File: config.mk
export PLATFORM = sky130hd
export DESIGN_NAME = pipelined_control_unit_flat
export DESIGN_NICKNAME = d
export VERILOG_FILES = /design/src/rtl/pipelined_control_unit_if.sv /design/src/rtl/pipelined_control_unit.sv /design/src/flat_wrapper.sv
export SDC_FILE = /design/constraint.sdc
export NUM_CORES = 1
export LEC_CHECK = 0
export ABC_AREA = 1
export ABC_CLOCK_PERIOD_IN_PS = 3410
export BUFFER_PORTS_ARGS = -buffer_cell sky130_fd_sc_hd__clkbuf_2
export CORE_ASPECT_RATIO = 0.5
export CORE_UTILIZATION = 47
export DETAILED_ROUTE_END_ITERATION = 6
export PLACE_DENSITY_LB_ADDON = 0.2
export SYNTH_ARGS = -nofsm -noshare
export SYNTH_HDL_FRONTEND = slang
export SYNTH_SLANG_ARGS = --single-unit
File: constraint.sdc
create_clock -name clk -period 3.41 [get_ports clk]
set_clock_uncertainty 0.05 [all_clocks]
set_input_delay 1.023 -clock clk [delete_from_list [all_inputs] [get_ports clk]]
set_output_delay 1.023 -clock clk [all_outputs]
set_load 0.05 [all_outputs]
File: src/rtl/pipelined_control_unit_if.sv
`default_nettype none
// ============================================================================
// Module   : pipelined_control_unit_if
// Brief    : ID-stage inputs and per-stage control outputs of the control unit.
// Revision : 1.0
// ============================================================================
interface pipelined_control_unit_if #(
    parameter int OPCODE_W = 6,
    parameter int REG_W    = 5,
    parameter int ALUOP_W  = 2,
    parameter int CNT_W    = 16
);
    logic                in_valid;
    logic [OPCODE_W-1:0] in_opcode;
    logic [REG_W-1:0]    id_rs;
    logic [REG_W-1:0]    id_rt;
    logic [REG_W-1:0]    id_rt_dst;
    logic                flush;
    logic                stall_o;
    logic                ex_valid;
    logic                ex_RegDst;
    logic                ex_ALUSrc;
    logic [ALUOP_W-1:0]  ex_ALUOp;
    logic                ex_illegal;
    logic                mem_valid;
    logic                mem_Branch;
    logic                mem_MemRead;
    logic                mem_MemWrite;
    logic                wb_valid;
    logic                wb_RegWrite;
    logic                wb_MemtoReg;
    logic [CNT_W-1:0]    stall_count;

    modport master (
        output in_valid, in_opcode, id_rs, id_rt, id_rt_dst, flush,
        input  stall_o, ex_valid, ex_RegDst, ex_ALUSrc, ex_ALUOp, ex_illegal,
        input  mem_valid, mem_Branch, mem_MemRead, mem_MemWrite,
        input  wb_valid, wb_RegWrite, wb_MemtoReg, stall_count
    );

    modport slave (
        input  in_valid, in_opcode, id_rs, id_rt, id_rt_dst, flush,
        output stall_o, ex_valid, ex_RegDst, ex_ALUSrc, ex_ALUOp, ex_illegal,
        output mem_valid, mem_Branch, mem_MemRead, mem_MemWrite,
        output wb_valid, wb_RegWrite, wb_MemtoReg, stall_count
    );
endinterface
`default_nettype wire

File: src/rtl/pipelined_control_unit.sv
`default_nettype none
// ============================================================================
// Module   : pipelined_control_unit
// Brief    : MIPS control decode carried through ID/EX, EX/MEM, MEM/WB with
//            load-use stall detection, flush bubbles and a saturating stall count.
// Revision : 1.0
// ============================================================================
module pipelined_control_unit #(
    parameter int OPCODE_W = 6,
    parameter int REG_W    = 5,
    parameter int ALUOP_W  = 2,
    parameter int CNT_W    = 16
) (
    input  wire logic                    clk,
    input  wire logic                    rst_n,
    pipelined_control_unit_if.slave      bus
);
    localparam logic [5:0] c_OP_RTYPE = 6'b000000;
    localparam logic [5:0] c_OP_LW    = 6'b100011;
    localparam logic [5:0] c_OP_SW    = 6'b101011;
    localparam logic [5:0] c_OP_BEQ   = 6'b000100;
    localparam logic [5:0] c_OP_ADDI  = 6'b001000;

    localparam logic [ALUOP_W-1:0] c_ALUOP_ADD  = ALUOP_W'(2'b00);
    localparam logic [ALUOP_W-1:0] c_ALUOP_SUB  = ALUOP_W'(2'b01);
    localparam logic [ALUOP_W-1:0] c_ALUOP_FUNC = ALUOP_W'(2'b10);

    // ID/EX register
    logic               ex_valid_q, ex_RegDst_q, ex_ALUSrc_q, ex_illegal_q;
    logic [ALUOP_W-1:0] ex_ALUOp_q;
    logic               ex_Branch_q, ex_MemRead_q, ex_MemWrite_q;
    logic               ex_RegWrite_q, ex_MemtoReg_q;
    logic [REG_W-1:0]   ex_rt_q;
    // EX/MEM register
    logic               mem_valid_q, mem_Branch_q, mem_MemRead_q, mem_MemWrite_q;
    logic               mem_RegWrite_q, mem_MemtoReg_q;
    // MEM/WB register
    logic               wb_valid_q, wb_RegWrite_q, wb_MemtoReg_q;
    logic [CNT_W-1:0]   stall_count_q;

    // Decoded bundle for the ID instruction
    logic               dec_RegDst, dec_ALUSrc, dec_illegal;
    logic [ALUOP_W-1:0] dec_ALUOp;
    logic               dec_Branch, dec_MemRead, dec_MemWrite;
    logic               dec_RegWrite, dec_MemtoReg;
    logic               w_stall;
    logic               w_id_bubble;

    always_comb begin
        dec_RegDst   = 1'b0;
        dec_ALUSrc   = 1'b0;
        dec_ALUOp    = c_ALUOP_ADD;
        dec_Branch   = 1'b0;
        dec_MemRead  = 1'b0;
        dec_MemWrite = 1'b0;
        dec_RegWrite = 1'b0;
        dec_MemtoReg = 1'b0;
        dec_illegal  = 1'b0;
        case (bus.in_opcode[5:0])
            c_OP_RTYPE: begin
                dec_RegDst   = 1'b1;
                dec_ALUOp    = c_ALUOP_FUNC;
                dec_RegWrite = 1'b1;
            end
            c_OP_LW: begin
                dec_ALUSrc   = 1'b1;
                dec_MemRead  = 1'b1;
                dec_MemtoReg = 1'b1;
                dec_RegWrite = 1'b1;
            end
            c_OP_SW: begin
                dec_ALUSrc   = 1'b1;
                dec_MemWrite = 1'b1;
            end
            c_OP_BEQ: begin
                dec_ALUOp    = c_ALUOP_SUB;
                dec_Branch   = 1'b1;
            end
            c_OP_ADDI: begin
                dec_ALUSrc   = 1'b1;
                dec_RegWrite = 1'b1;
            end
            default: dec_illegal = 1'b1;
        endcase
    end

    // A flush outranks the hazard: the dependent instruction is squashed anyway.
    assign w_stall = bus.in_valid & ex_valid_q & ex_MemRead_q &
                     ((ex_rt_q == bus.id_rs) | (ex_rt_q == bus.id_rt)) & ~bus.flush;
    assign w_id_bubble = bus.flush | w_stall | ~bus.in_valid;

    always_ff @(posedge clk or negedge rst_n) begin
        if (!rst_n) begin
            ex_valid_q     <= 1'b0;
            ex_RegDst_q    <= 1'b0;
            ex_ALUSrc_q    <= 1'b0;
            ex_ALUOp_q     <= '0;
            ex_illegal_q   <= 1'b0;
            ex_Branch_q    <= 1'b0;
            ex_MemRead_q   <= 1'b0;
            ex_MemWrite_q  <= 1'b0;
            ex_RegWrite_q  <= 1'b0;
            ex_MemtoReg_q  <= 1'b0;
            ex_rt_q        <= '0;
            mem_valid_q    <= 1'b0;
            mem_Branch_q   <= 1'b0;
            mem_MemRead_q  <= 1'b0;
            mem_MemWrite_q <= 1'b0;
            mem_RegWrite_q <= 1'b0;
            mem_MemtoReg_q <= 1'b0;
            wb_valid_q     <= 1'b0;
            wb_RegWrite_q  <= 1'b0;
            wb_MemtoReg_q  <= 1'b0;
            stall_count_q  <= '0;
        end else begin
            if (w_id_bubble) begin
                ex_valid_q    <= 1'b0;
                ex_RegDst_q   <= 1'b0;
                ex_ALUSrc_q   <= 1'b0;
                ex_ALUOp_q    <= '0;
                ex_illegal_q  <= 1'b0;
                ex_Branch_q   <= 1'b0;
                ex_MemRead_q  <= 1'b0;
                ex_MemWrite_q <= 1'b0;
                ex_RegWrite_q <= 1'b0;
                ex_MemtoReg_q <= 1'b0;
                ex_rt_q       <= '0;
            end else begin
                ex_valid_q    <= 1'b1;
                ex_RegDst_q   <= dec_RegDst;
                ex_ALUSrc_q   <= dec_ALUSrc;
                ex_ALUOp_q    <= dec_ALUOp;
                ex_illegal_q  <= dec_illegal;
                ex_Branch_q   <= dec_Branch;
                ex_MemRead_q  <= dec_MemRead;
                ex_MemWrite_q <= dec_MemWrite;
                ex_RegWrite_q <= dec_RegWrite;
                ex_MemtoReg_q <= dec_MemtoReg;
                ex_rt_q       <= bus.id_rt_dst;
            end

            if (bus.flush) begin
                mem_valid_q    <= 1'b0;
                mem_Branch_q   <= 1'b0;
                mem_MemRead_q  <= 1'b0;
                mem_MemWrite_q <= 1'b0;
                mem_RegWrite_q <= 1'b0;
                mem_MemtoReg_q <= 1'b0;
            end else begin
                mem_valid_q    <= ex_valid_q;
                mem_Branch_q   <= ex_Branch_q;
                mem_MemRead_q  <= ex_MemRead_q;
                mem_MemWrite_q <= ex_MemWrite_q;
                mem_RegWrite_q <= ex_RegWrite_q;
                mem_MemtoReg_q <= ex_MemtoReg_q;
            end

            // The branch resolving in MEM is never squashed by its own flush.
            wb_valid_q    <= mem_valid_q;
            wb_RegWrite_q <= mem_RegWrite_q;
            wb_MemtoReg_q <= mem_MemtoReg_q;

            if (w_stall && (stall_count_q != {CNT_W{1'b1}})) begin
                stall_count_q <= stall_count_q + 1'b1;
            end
        end
    end

    assign bus.stall_o      = w_stall;
    assign bus.ex_valid     = ex_valid_q;
    assign bus.ex_RegDst    = ex_RegDst_q;
    assign bus.ex_ALUSrc    = ex_ALUSrc_q;
    assign bus.ex_ALUOp     = ex_ALUOp_q;
    assign bus.ex_illegal   = ex_illegal_q;
    assign bus.mem_valid    = mem_valid_q;
    assign bus.mem_Branch   = mem_Branch_q;
    assign bus.mem_MemRead  = mem_MemRead_q;
    assign bus.mem_MemWrite = mem_MemWrite_q;
    assign bus.wb_valid     = wb_valid_q;
    assign bus.wb_RegWrite  = wb_RegWrite_q;
    assign bus.wb_MemtoReg  = wb_MemtoReg_q;
    assign bus.stall_count  = stall_count_q;

    // Write-side fields of the EX/MEM stage only matter once they reach WB.
    logic w_unused;
    assign w_unused = ex_illegal_q & 1'b0;
endmodule
`default_nettype wire

File: src/flat_wrapper.sv
// flat-port wrapper written by rule: the top's interface ports become plain ports
module pipelined_control_unit_flat 
#(
    parameter int OPCODE_W = 6,
    parameter int REG_W    = 5,
    parameter int ALUOP_W  = 2,
    parameter int CNT_W    = 16
)
  (clk, rst_n, bus_in_valid, bus_in_opcode, bus_id_rs, bus_id_rt, bus_id_rt_dst, bus_flush, bus_stall_o, bus_ex_valid, bus_ex_RegDst, bus_ex_ALUSrc, bus_ex_ALUOp, bus_ex_illegal, bus_mem_valid, bus_mem_Branch, bus_mem_MemRead, bus_mem_MemWrite, bus_wb_valid, bus_wb_RegWrite, bus_wb_MemtoReg, bus_stall_count);
  pipelined_control_unit_if #(.OPCODE_W(OPCODE_W), .REG_W(REG_W), .ALUOP_W(ALUOP_W), .CNT_W(CNT_W)) bus_i ();
  input  wire logic clk;
  input  wire logic rst_n;
  input wire logic [$bits(bus_i.in_valid)-1:0] bus_in_valid;
  input wire logic [$bits(bus_i.in_opcode)-1:0] bus_in_opcode;
  input wire logic [$bits(bus_i.id_rs)-1:0] bus_id_rs;
  input wire logic [$bits(bus_i.id_rt)-1:0] bus_id_rt;
  input wire logic [$bits(bus_i.id_rt_dst)-1:0] bus_id_rt_dst;
  input wire logic [$bits(bus_i.flush)-1:0] bus_flush;
  output wire logic [$bits(bus_i.stall_o)-1:0] bus_stall_o;
  output wire logic [$bits(bus_i.ex_valid)-1:0] bus_ex_valid;
  output wire logic [$bits(bus_i.ex_RegDst)-1:0] bus_ex_RegDst;
  output wire logic [$bits(bus_i.ex_ALUSrc)-1:0] bus_ex_ALUSrc;
  output wire logic [$bits(bus_i.ex_ALUOp)-1:0] bus_ex_ALUOp;
  output wire logic [$bits(bus_i.ex_illegal)-1:0] bus_ex_illegal;
  output wire logic [$bits(bus_i.mem_valid)-1:0] bus_mem_valid;
  output wire logic [$bits(bus_i.mem_Branch)-1:0] bus_mem_Branch;
  output wire logic [$bits(bus_i.mem_MemRead)-1:0] bus_mem_MemRead;
  output wire logic [$bits(bus_i.mem_MemWrite)-1:0] bus_mem_MemWrite;
  output wire logic [$bits(bus_i.wb_valid)-1:0] bus_wb_valid;
  output wire logic [$bits(bus_i.wb_RegWrite)-1:0] bus_wb_RegWrite;
  output wire logic [$bits(bus_i.wb_MemtoReg)-1:0] bus_wb_MemtoReg;
  output wire logic [$bits(bus_i.stall_count)-1:0] bus_stall_count;
  assign bus_i.in_valid = bus_in_valid;
  assign bus_i.in_opcode = bus_in_opcode;
  assign bus_i.id_rs = bus_id_rs;
  assign bus_i.id_rt = bus_id_rt;
  assign bus_i.id_rt_dst = bus_id_rt_dst;
  assign bus_i.flush = bus_flush;
  assign bus_stall_o = bus_i.stall_o;
  assign bus_ex_valid = bus_i.ex_valid;
  assign bus_ex_RegDst = bus_i.ex_RegDst;
  assign bus_ex_ALUSrc = bus_i.ex_ALUSrc;
  assign bus_ex_ALUOp = bus_i.ex_ALUOp;
  assign bus_ex_illegal = bus_i.ex_illegal;
  assign bus_mem_valid = bus_i.mem_valid;
  assign bus_mem_Branch = bus_i.mem_Branch;
  assign bus_mem_MemRead = bus_i.mem_MemRead;
  assign bus_mem_MemWrite = bus_i.mem_MemWrite;
  assign bus_wb_valid = bus_i.wb_valid;
  assign bus_wb_RegWrite = bus_i.wb_RegWrite;
  assign bus_wb_MemtoReg = bus_i.wb_MemtoReg;
  assign bus_stall_count = bus_i.stall_count;
  pipelined_control_unit #(.OPCODE_W(OPCODE_W), .REG_W(REG_W), .ALUOP_W(ALUOP_W), .CNT_W(CNT_W)) u_core (.clk(clk), .rst_n(rst_n), .bus(bus_i));
endmodule
==> impl_metrics.ini, run 1 <==
[min_path]
min-delay-path-class = reg2reg
whs_path_depth = 0
hp-start = u_core.mem_RegWrite_q
hold_end = u_core.bus.wb_RegWrite

[pwr]
leakagePower_uw = 0.00135
vdd_drop_max_mv = 0.223
swShare = 0.215
power.switching_uw = 211
p_clk_frac = 0.467
combPwrFrac = 0.066
power.density_mw_per_mm2 = 414
seqPwrFrac = 0.467
intPower_uw = 770

[grt]
antenna_found_initial = 0
grt_max_degree = 39
first_global_vias = 1393
grt_pass1_wl_um = 5990
grt-ovfl-total = 0
grt_usage = 0.181

[sta]
hold_viol_final = 0
hold_ws_ns = 0.318
setup_tns_ns = 0
slew_violations = 0
rsz0062_at_grt = no
slew_headroom = 0.392
min_period_over_period = 0.899
layout_min_cycle_time_ns = 3.07
tightest_slew_ns = 0.912
fmax_ghz = 0.326
finalSetupViolCount = 0

[placed_design]
place_hpwl_um = 2740
gp_congestion = 0.879
port_buffers = 54

[synthesis]
synth_top_area_frac = 0.494
synth_most_common_cell = nand2_1
synth_edf_count = 0
synth_cell_types = 21
synth_area_sq_mm = 0.00193
ys.flop_type = dfrtp_1
synth-compound-area-share = 0.00909
synthCells = 251
synthAdderAreaFrac = 0.00649
synth_area_per_cell_sq_um = 7.68
synth_xor_area_frac = 0.0727
synth_top_family_by_area = simple AND/OR/NAND/NOR gates
synthMuxAreaShare = 0
yosysTopAreaCell = dfrtp_1
yosys_warnings = 0
synthTopCellsByCount = nand2_1 (87), inv_1 (39), dfrtp_1 (38)
yosys_register_bits = 38
async_flop_share = 1.00
synth-seq-area-share = 0.494
synth_simple_gate_area_share = 0.322
yosys-top-cells-area = dfrtp_1 (49%), nand2_1 (17%), inv_1 (7.6%)
syn_nets = 277

[setup_path]
crit_type = in2out
worst_r2r_path_depth = 7
crit_path_max_fanout = 3
end_kind = primary output
crit_arrival_ns = 1.99
cp.required_ns = 2.34
start_kind = input port
reg2reg_setup_slack_ns = 1.59
r2r-end = u_core.bus.stall_count[11]
r2r_start = u_core.bus.stall_count[0]

[cells_and_area]
nNetsFinal = 334
antenna_cells = 0
largest_reg_flops = 16
drive_above_1_share = 0.227
area_growth_pct = 23.1

[detailed_routing]
route.detailed.drc = 0
routed_wl_um = 3720
routed_via_density = 4.49
drtAntennaViolNets = 0
wl_per_cell_um = 10.3
vias = 1631
drtIter0Drc = 38
drt_pass1_iterations = 4

[die]
fp-row-count = 16
start_util = 0.491
die_area_sq_mm = 0.00438
coreArea_sq_mm = 0.00392
ios = 55
die_x_um = 92.6
die_h_um = 47.3

[clock_network]
cts_num_sinks = 38
cts.clk_slew.worst_paths_ns = 0.08
cts_tree = done
post_cts_buffers = 0
cts-root-buf = clkbuf_8
cts_buffer_depth = 2
clk_latency_ns = 0.29
cts_buffers = 5
ctsHoldBuffers = 0
post_cts_resized = 0
cts_htree_levels = 2

[outcome]
status = complete, no violations

[job]
maxCapViolCount = 0
## kinds of logic after synthesis
family                     count (synthesis)
DFF                                       38
xor gates and xnor gates                  16
adders and majority gates                  1
and+or+nand+nor                          148
AOI/OAI and AO/OA                          3
buffers and inverters                     45
## worst max-delay path: stages
cell and delay [ns]:
clkbuf_2 0.09, inv_1 0.03, nand2_1 0.05, nand2_1 0.05
nor2_1 0.11, nand3_1 0.10, nand2_2 0.10, nand3_2 0.10
inv_1 0.07, clkbuf_2 0.27
## worst max path at each step
stage / start / to / slack [ns] / cells past startpoint
after floorplan: bus_id_rt[3] / bus_stall_o / 0.52 / 8
after global placement: bus_id_rt[3] / bus_stall_o / 0.36 / 10
after detailed placement: bus_id_rt[3] / bus_stall_o / 0.34 / 10
after CTS: bus_id_rt[3] / bus_stall_o / 0.33 / 10
after global routing: bus_id_rt[3] / bus_stall_o / 0.23 / 10
final: bus_id_rt[3] / bus_stall_o / 0.34 / 10
## per-stage QoR
step                setup slack, ns  total power, uW  instance area [sq um]  instances  utilization
floorplan                     0.521              501                   1930        251            -
global placement              0.358              531                   2230        355        0.569
detailed placement            0.340              534                   2230        355        0.569
CTS                           0.335              993                   2370        363        0.604
global route                  0.226             1020                   2370        363        0.604
finish                        0.343              982                   2370        363        0.604
## routing by layer
layer,wire [um],up-vias,share of wire,global-route usage
met3,160,4,0.043,0.0566
met1,1740,739,0.47,0.220
met4,25,0,0.0067,0.0563
met2,1790,31,0.48,0.324
met5,0,-,0,0
li1,-,857,-,-
## final cells by class
type	instances	area, sq um
multi-input cells	168	791
clock inverters	3	68.8
clock buffers	5	68.8
fillers	380	1550
repair buffers	54	270
inverters	41	154
well taps	54	67.6
flip-flops and latches	38	951
## layout by cell type, fill, tap and decap left out
cell / Yosys / final
nand3_2: 1 / 1
inv_2: 2 / 2
xnor2_1: 8 / 8
nor3_1: 3 / 3
nand2_1: 87 / 87
xor2_1: 8 / 8
bufinv_16: 0 / 2
clkbuf_8: 0 / 5
nor2_1: 37 / 37
o31ai_1: 1 / 1
dfrtp_1: 38 / 38
a21oi_1: 2 / 2
nand2_2: 1 / 1
clkbuf_2: 0 / 54
nor3_2: 2 / 2
nand4_2: 1 / 1
inv_1: 39 / 39
nand4_1: 4 / 4
nor2_4: 1 / 1
clkinv_4: 0 / 1
ha_1: 1 / 1
nand3_1: 11 / 11
## power groups by stage
stage	Sequential, uW	Clock, uW	Combinational, uW
global route	459	485	74.4
finish	459	458	64.8
global placement	467	0	63.6
floorplan	476	0	24.1
detailed placement	468	0	66.0
CTS	459	468	66.1
No activity file was read; power rests on OpenSTA's default activity.
==> run 2, diff against run 1 <==
--- a/config.mk
+++ b/config.mk
@@ -9,9 +9,11 @@
 export ABC_CLOCK_PERIOD_IN_PS = 3410
 export BUFFER_PORTS_ARGS = -buffer_cell sky130_fd_sc_hd__clkbuf_2
 export CORE_ASPECT_RATIO = 0.5
+export CORE_MARGIN = 2
 export CORE_UTILIZATION = 47
 export DETAILED_ROUTE_END_ITERATION = 6
 export PLACE_DENSITY_LB_ADDON = 0.2
 export SYNTH_ARGS = -nofsm -noshare
 export SYNTH_HDL_FRONTEND = slang
 export SYNTH_SLANG_ARGS = --single-unit
+export TNS_END_PERCENT = 5
==> impl_metrics.ini, run 2 (synthesis results as in run 1) <==
[clock_network]
clk_latency_ns = 0.30
cts-root-buf = clkbuf_8
cts_tree = done
cts_num_sinks = 38
ctsHoldBuffers = 0
cts.clk_slew.worst_paths_ns = 0.08
cts_buffers = 5
post_cts_buffers = 0
post_cts_resized = 0
cts_buffer_depth = 2
cts_htree_levels = 2

[cells_and_area]
area_growth_pct = 23.1
final_common_cell = nand2_1
drive_above_1_share = 0.227
layout_common_cells = nand2_1 (87), clkbuf_2 (54), inv_1 (39)
fillers = 363
largest_reg_flops = 16
stdcell_count = 363
nNetsFinal = 334
seqCellArea_sq_um = 951
antenna_cells = 0
multiInputGateArea_sq_um = 791

[grt]
grt_usage = 0.186
grt-ovfl-total = 0
grt_pass1_wl_um = 6640
antenna_found_initial = 0
first_global_vias = 1638
grt_max_degree = 39

[sta]
setup_tns_ns = 0
finalSetupViolCount = 0
rsz0062_at_grt = no
min_period_over_period = 0.900
layout_min_cycle_time_ns = 3.07
fmax_ghz = 0.326
tightest_slew_ns = 0.940
hold_viol_final = 0
slew_headroom = 0.373
hold_ws_ns = 0.306
worst_slack_ns = 0.341
slew_violations = 0

[die]
fp-row-count = 16
die_x_um = 94.6
coreArea_sq_mm = 0.00392
ios = 55
start_util = 0.491
die_area_sq_mm = 0.00466
die_h_um = 49.3

[pwr]
vdd_drop_max_mv = 0.204
leakagePower_uw = 0.00135
power.density_mw_per_mm2 = 416
power.total_uw = 986

[setup_path]
crit_type = in2out
cp.required_ns = 2.34
crit_path_max_fanout = 3
end_kind = primary output
start_kind = input port
reg2reg_setup_slack_ns = 1.60
crit_arrival_ns = 2.00

[placed_design]
gp_congestion = 0.902
place_hpwl_um = 2730
dp.cells = 355
place_ws_ns = 0.324
port_buffers = 54

[detailed_routing]
met3_wirelength_um = 166
routed_via_density = 4.57
wl_per_cell_um = 10.1
drt-met1-wl_um = 1620
drt_pass1_iterations = 4
drtAntennaViolNets = 0
route.detailed.drc = 0
routed-wl-met2_um = 1790
drtIter0Drc = 45
routed_wl_um = 3650
top_layer_used = met4
vias = 1658

[job]
maxCapViolCount = 0

[outcome]
status = complete, no violations

[min_path]
min-delay-path-class = reg2reg
-- run 2: cell counts in the layout (fill, tap and decap cells not counted) --
No cell type changed its count.
-- run 2: path summary, 6_finish.rpt --
kind	startpoint	to	depth (start not counted)
worst max-delay path	bus_id_rs[4]	bus_stall_o	10
worst min-delay path	u_core.mem_RegWrite_q	u_core.bus.wb_RegWrite	0
worst max register to register	u_core.bus.stall_count[0]	u_core.bus.stall_count[5]	7
worst min register to register	u_core.mem_RegWrite_q	u_core.bus.wb_RegWrite	0
max in group asynchronous	rst_n	u_core.ex_rt_q[3]	1
min in group asynchronous	rst_n	u_core.bus.stall_count[10]	1
-- run 2: power by group --
group | internal, uW | total (uW) | switching (uW)
Clock | 293 | 463 | 170
Sequential | 455 | 459 | 3.43
Combinational | 21.9 | 64.1 | 42.2
-- run 2: critical path, cell delays in order --
cell and delay, ns:
clkbuf_2 0.09, inv_1 0.04, nand2_1 0.05, nand2_1 0.05, nor2_1 0.10, nand3_1 0.10, nand2_2 0.10, nand3_2 0.10
inv_1 0.08, clkbuf_2 0.27
-- run 2: area by class of cell --
cell class	instances	area share
clock buffers	5	0.0290
clock inverters	3	0.0290
inverters	41	0.0649
multi-input cells	168	0.334
flip-flops and latches	38	0.401
well taps	54	0.0285
repair buffers	54	0.114
-- run 2: per-stage QoR --
| stage | area (sq um) | util |
|---|---|---|
| after floorplan | 1930 | - |
| after global placement | 2230 | 0.569 |
| after detailed placement | 2230 | 0.569 |
| after CTS | 2370 | 0.604 |
| after global routing | 2370 | 0.604 |
| final | 2370 | 0.604 |
-- run 2: routing by layer --
| layer | global-route usage | up-vias |
|---|---|---|
| li1 | - | 862 |
| met4 | 0.0966 | 0 |
| met5 | 0 | - |
| met3 | 0.0526 | 8 |
| met1 | 0.208 | 757 |
| met2 | 0.326 | 31 |
==> run 3, diff against run 2 <==
--- a/config.mk
+++ b/config.mk
@@ -8,9 +8,10 @@
 export ABC_AREA = 1
 export ABC_CLOCK_PERIOD_IN_PS = 3410
 export BUFFER_PORTS_ARGS = -buffer_cell sky130_fd_sc_hd__clkbuf_2
-export CORE_ASPECT_RATIO = 0.5
+export CORE_ASPECT_RATIO = 2
 export CORE_MARGIN = 2
 export CORE_UTILIZATION = 47
+export CTS_CLUSTER_SIZE = 16
 export DETAILED_ROUTE_END_ITERATION = 6
 export PLACE_DENSITY_LB_ADDON = 0.2
 export SYNTH_ARGS = -nofsm -noshare
==> impl_metrics.ini, run 3 (synthesis results as in run 1) <==
[detailed_routing]
wl_per_cell_um = 10.0
drtAntennaViolNets = 0
routed_via_density = 4.60
route.detailed.drc = 0
routed_wl_um = 3620
drt_pass1_iterations = 5
drtIter0Drc = 23
vias = 1660

[cells_and_area]
largest_reg_flops = 16
drive_above_1_share = 0.223
area_growth_pct = 20.5
final_common_cell = nand2_1
seqCellArea_sq_um = 951
fillers = 408
multiInputGateArea_sq_um = 791
layout_common_cells = nand2_1 (87), clkbuf_2 (54), inv_1 (39)
stdcell_count = 361
antenna_cells = 0
nNetsFinal = 334

[sta]
slew_headroom = 0.399
layout_min_cycle_time_ns = 3.08
setup_tns_ns = 0
hold_viol_final = 0
slew_violations = 0
rsz0062_at_grt = no
finalSetupViolCount = 0
min_period_over_period = 0.904
fmax_ghz = 0.325
tightest_slew_ns = 0.902

[setup_path]
reg2reg_setup_slack_ns = 1.59
end_kind = primary output
crit_slowest_cell = clkbuf_2
start_kind = input port
cp_top_family = simple AND/OR/NAND/NOR gates
r2r_start = u_core.bus.stall_count[0]
crit_arrival_ns = 2.01
cp.required_ns = 2.34
crit_path_max_fanout = 3
cp_num_buf_inv = 3
crit_top_cell = nor2_1
critPathLaunch = bus_id_rt[0]
crit_type = in2out
cp_cell_sequence = clkbuf_2 > nor2_1 > nor2_1 > nor2_1 > nand3_1 > nand2_2 > nand3_2 > inv_1 > clkbuf_2
slowest_delay_ns = 0.27

[grt]
grt_pass1_wl_um = 6580
grt_max_degree = 39
grt-ovfl-total = 0
antenna_found_initial = 0
first_global_vias = 1610
grt_usage = 0.182

[outcome]
status = complete, no violations

[clock_network]
ctsHoldBuffers = 0
post_cts_buffers = 0
clk_latency_ns = 0.29
cts.clk_slew.worst_paths_ns = 0.07
cts_htree_levels = 2
cts-root-buf = clkbuf_8
post_cts_resized = 0
cts_num_sinks = 38
cts_tree = done
cts_buffers = 5
cts_buffer_depth = 2

[placed_design]
gp_congestion = 0.799
dp.cells = 353
place_hpwl_um = 2690
port_buffers = 54

[min_path]
min-delay-path-class = reg2reg
hp-start = u_core.mem_RegWrite_q

[die]
fp-row-count = 33
die_area_sq_mm = 0.00466
die_h_um = 94.6
start_util = 0.481
die_x_um = 49.3
ios = 55
coreArea_sq_mm = 0.00401

[pwr]
leakagePower_uw = 0.00133
vdd_drop_max_mv = 0.306
power.density_mw_per_mm2 = 360

[job]
maxCapViolCount = 0
==> run 3: cell types whose count changed in the layout (fill, tap and decap cells not counted), sizes merged <==
cell / delta
bufinv: -2
clkbuf: +2
==> run 3: per-layer routing <==
metal  vias to the layer above  wire length (um)  GRT usage
met1                       746              1520      0.206
met2                        51              1770      0.314
met3                         8               228     0.0443
li1                        855                 -          -
met4                         0                92     0.0881
met5                         -                 0          0
==> run 3: layout make-up <==
class	instances	area share
clock buffer	7	0.0372
clock inverter	1	0.00216
inverter	41	0.0663
multi-input combinational	168	0.341
sequential	38	0.409
tap	52	0.0280
timing repair buffer	54	0.116
==> run 3: per-stage QoR <==
stage	cell area (sq um)	power (uW)	setup WS (ns)	hold WS, ns	utilization
finish	2320	836	0.329	0.308	0.580
detailed placement	2230	533	0.329	0.288	0.557
global placement	2230	531	0.362	0.284	0.557
floorplan	1930	501	0.521	0.281	-
global route	2320	875	0.229	0.320	0.580
CTS	2320	849	0.332	0.309	0.580
==> run 3: report_power, final <==
group	total (uW)	leakage (uW)	internal, uW	switching, uW
combinational	64.5	0.000759	21.9	42.6
clock	312	0.0000482	163	149
sequential	459	0.000525	456	3.33
total	836	0.00133	641	195
==> run 3: path summary, 6_finish.rpt <==
check                                             end  cells after the start
setup / recovery                          bus_stall_o                      9
hold / removal                 u_core.bus.wb_RegWrite                      0
setup reg to reg            u_core.bus.stall_count[6]                      7
hold reg to reg                u_core.bus.wb_RegWrite                      0
max in group asynchronous  u_core.bus.stall_count[10]                      1
min in group asynchronous           u_core.ex_rt_q[1]                      1
==> run 3: worst reg2reg max path: stages, from the launching register on <==
cell and delay (ns):
dfrtp_1 0.42, ha_1 0.24, nand3_1 0.14, inv_1 0.09, nand4_1 0.15, nand4_2 0.39, nand2_1 0.17, nand2_1 0.07
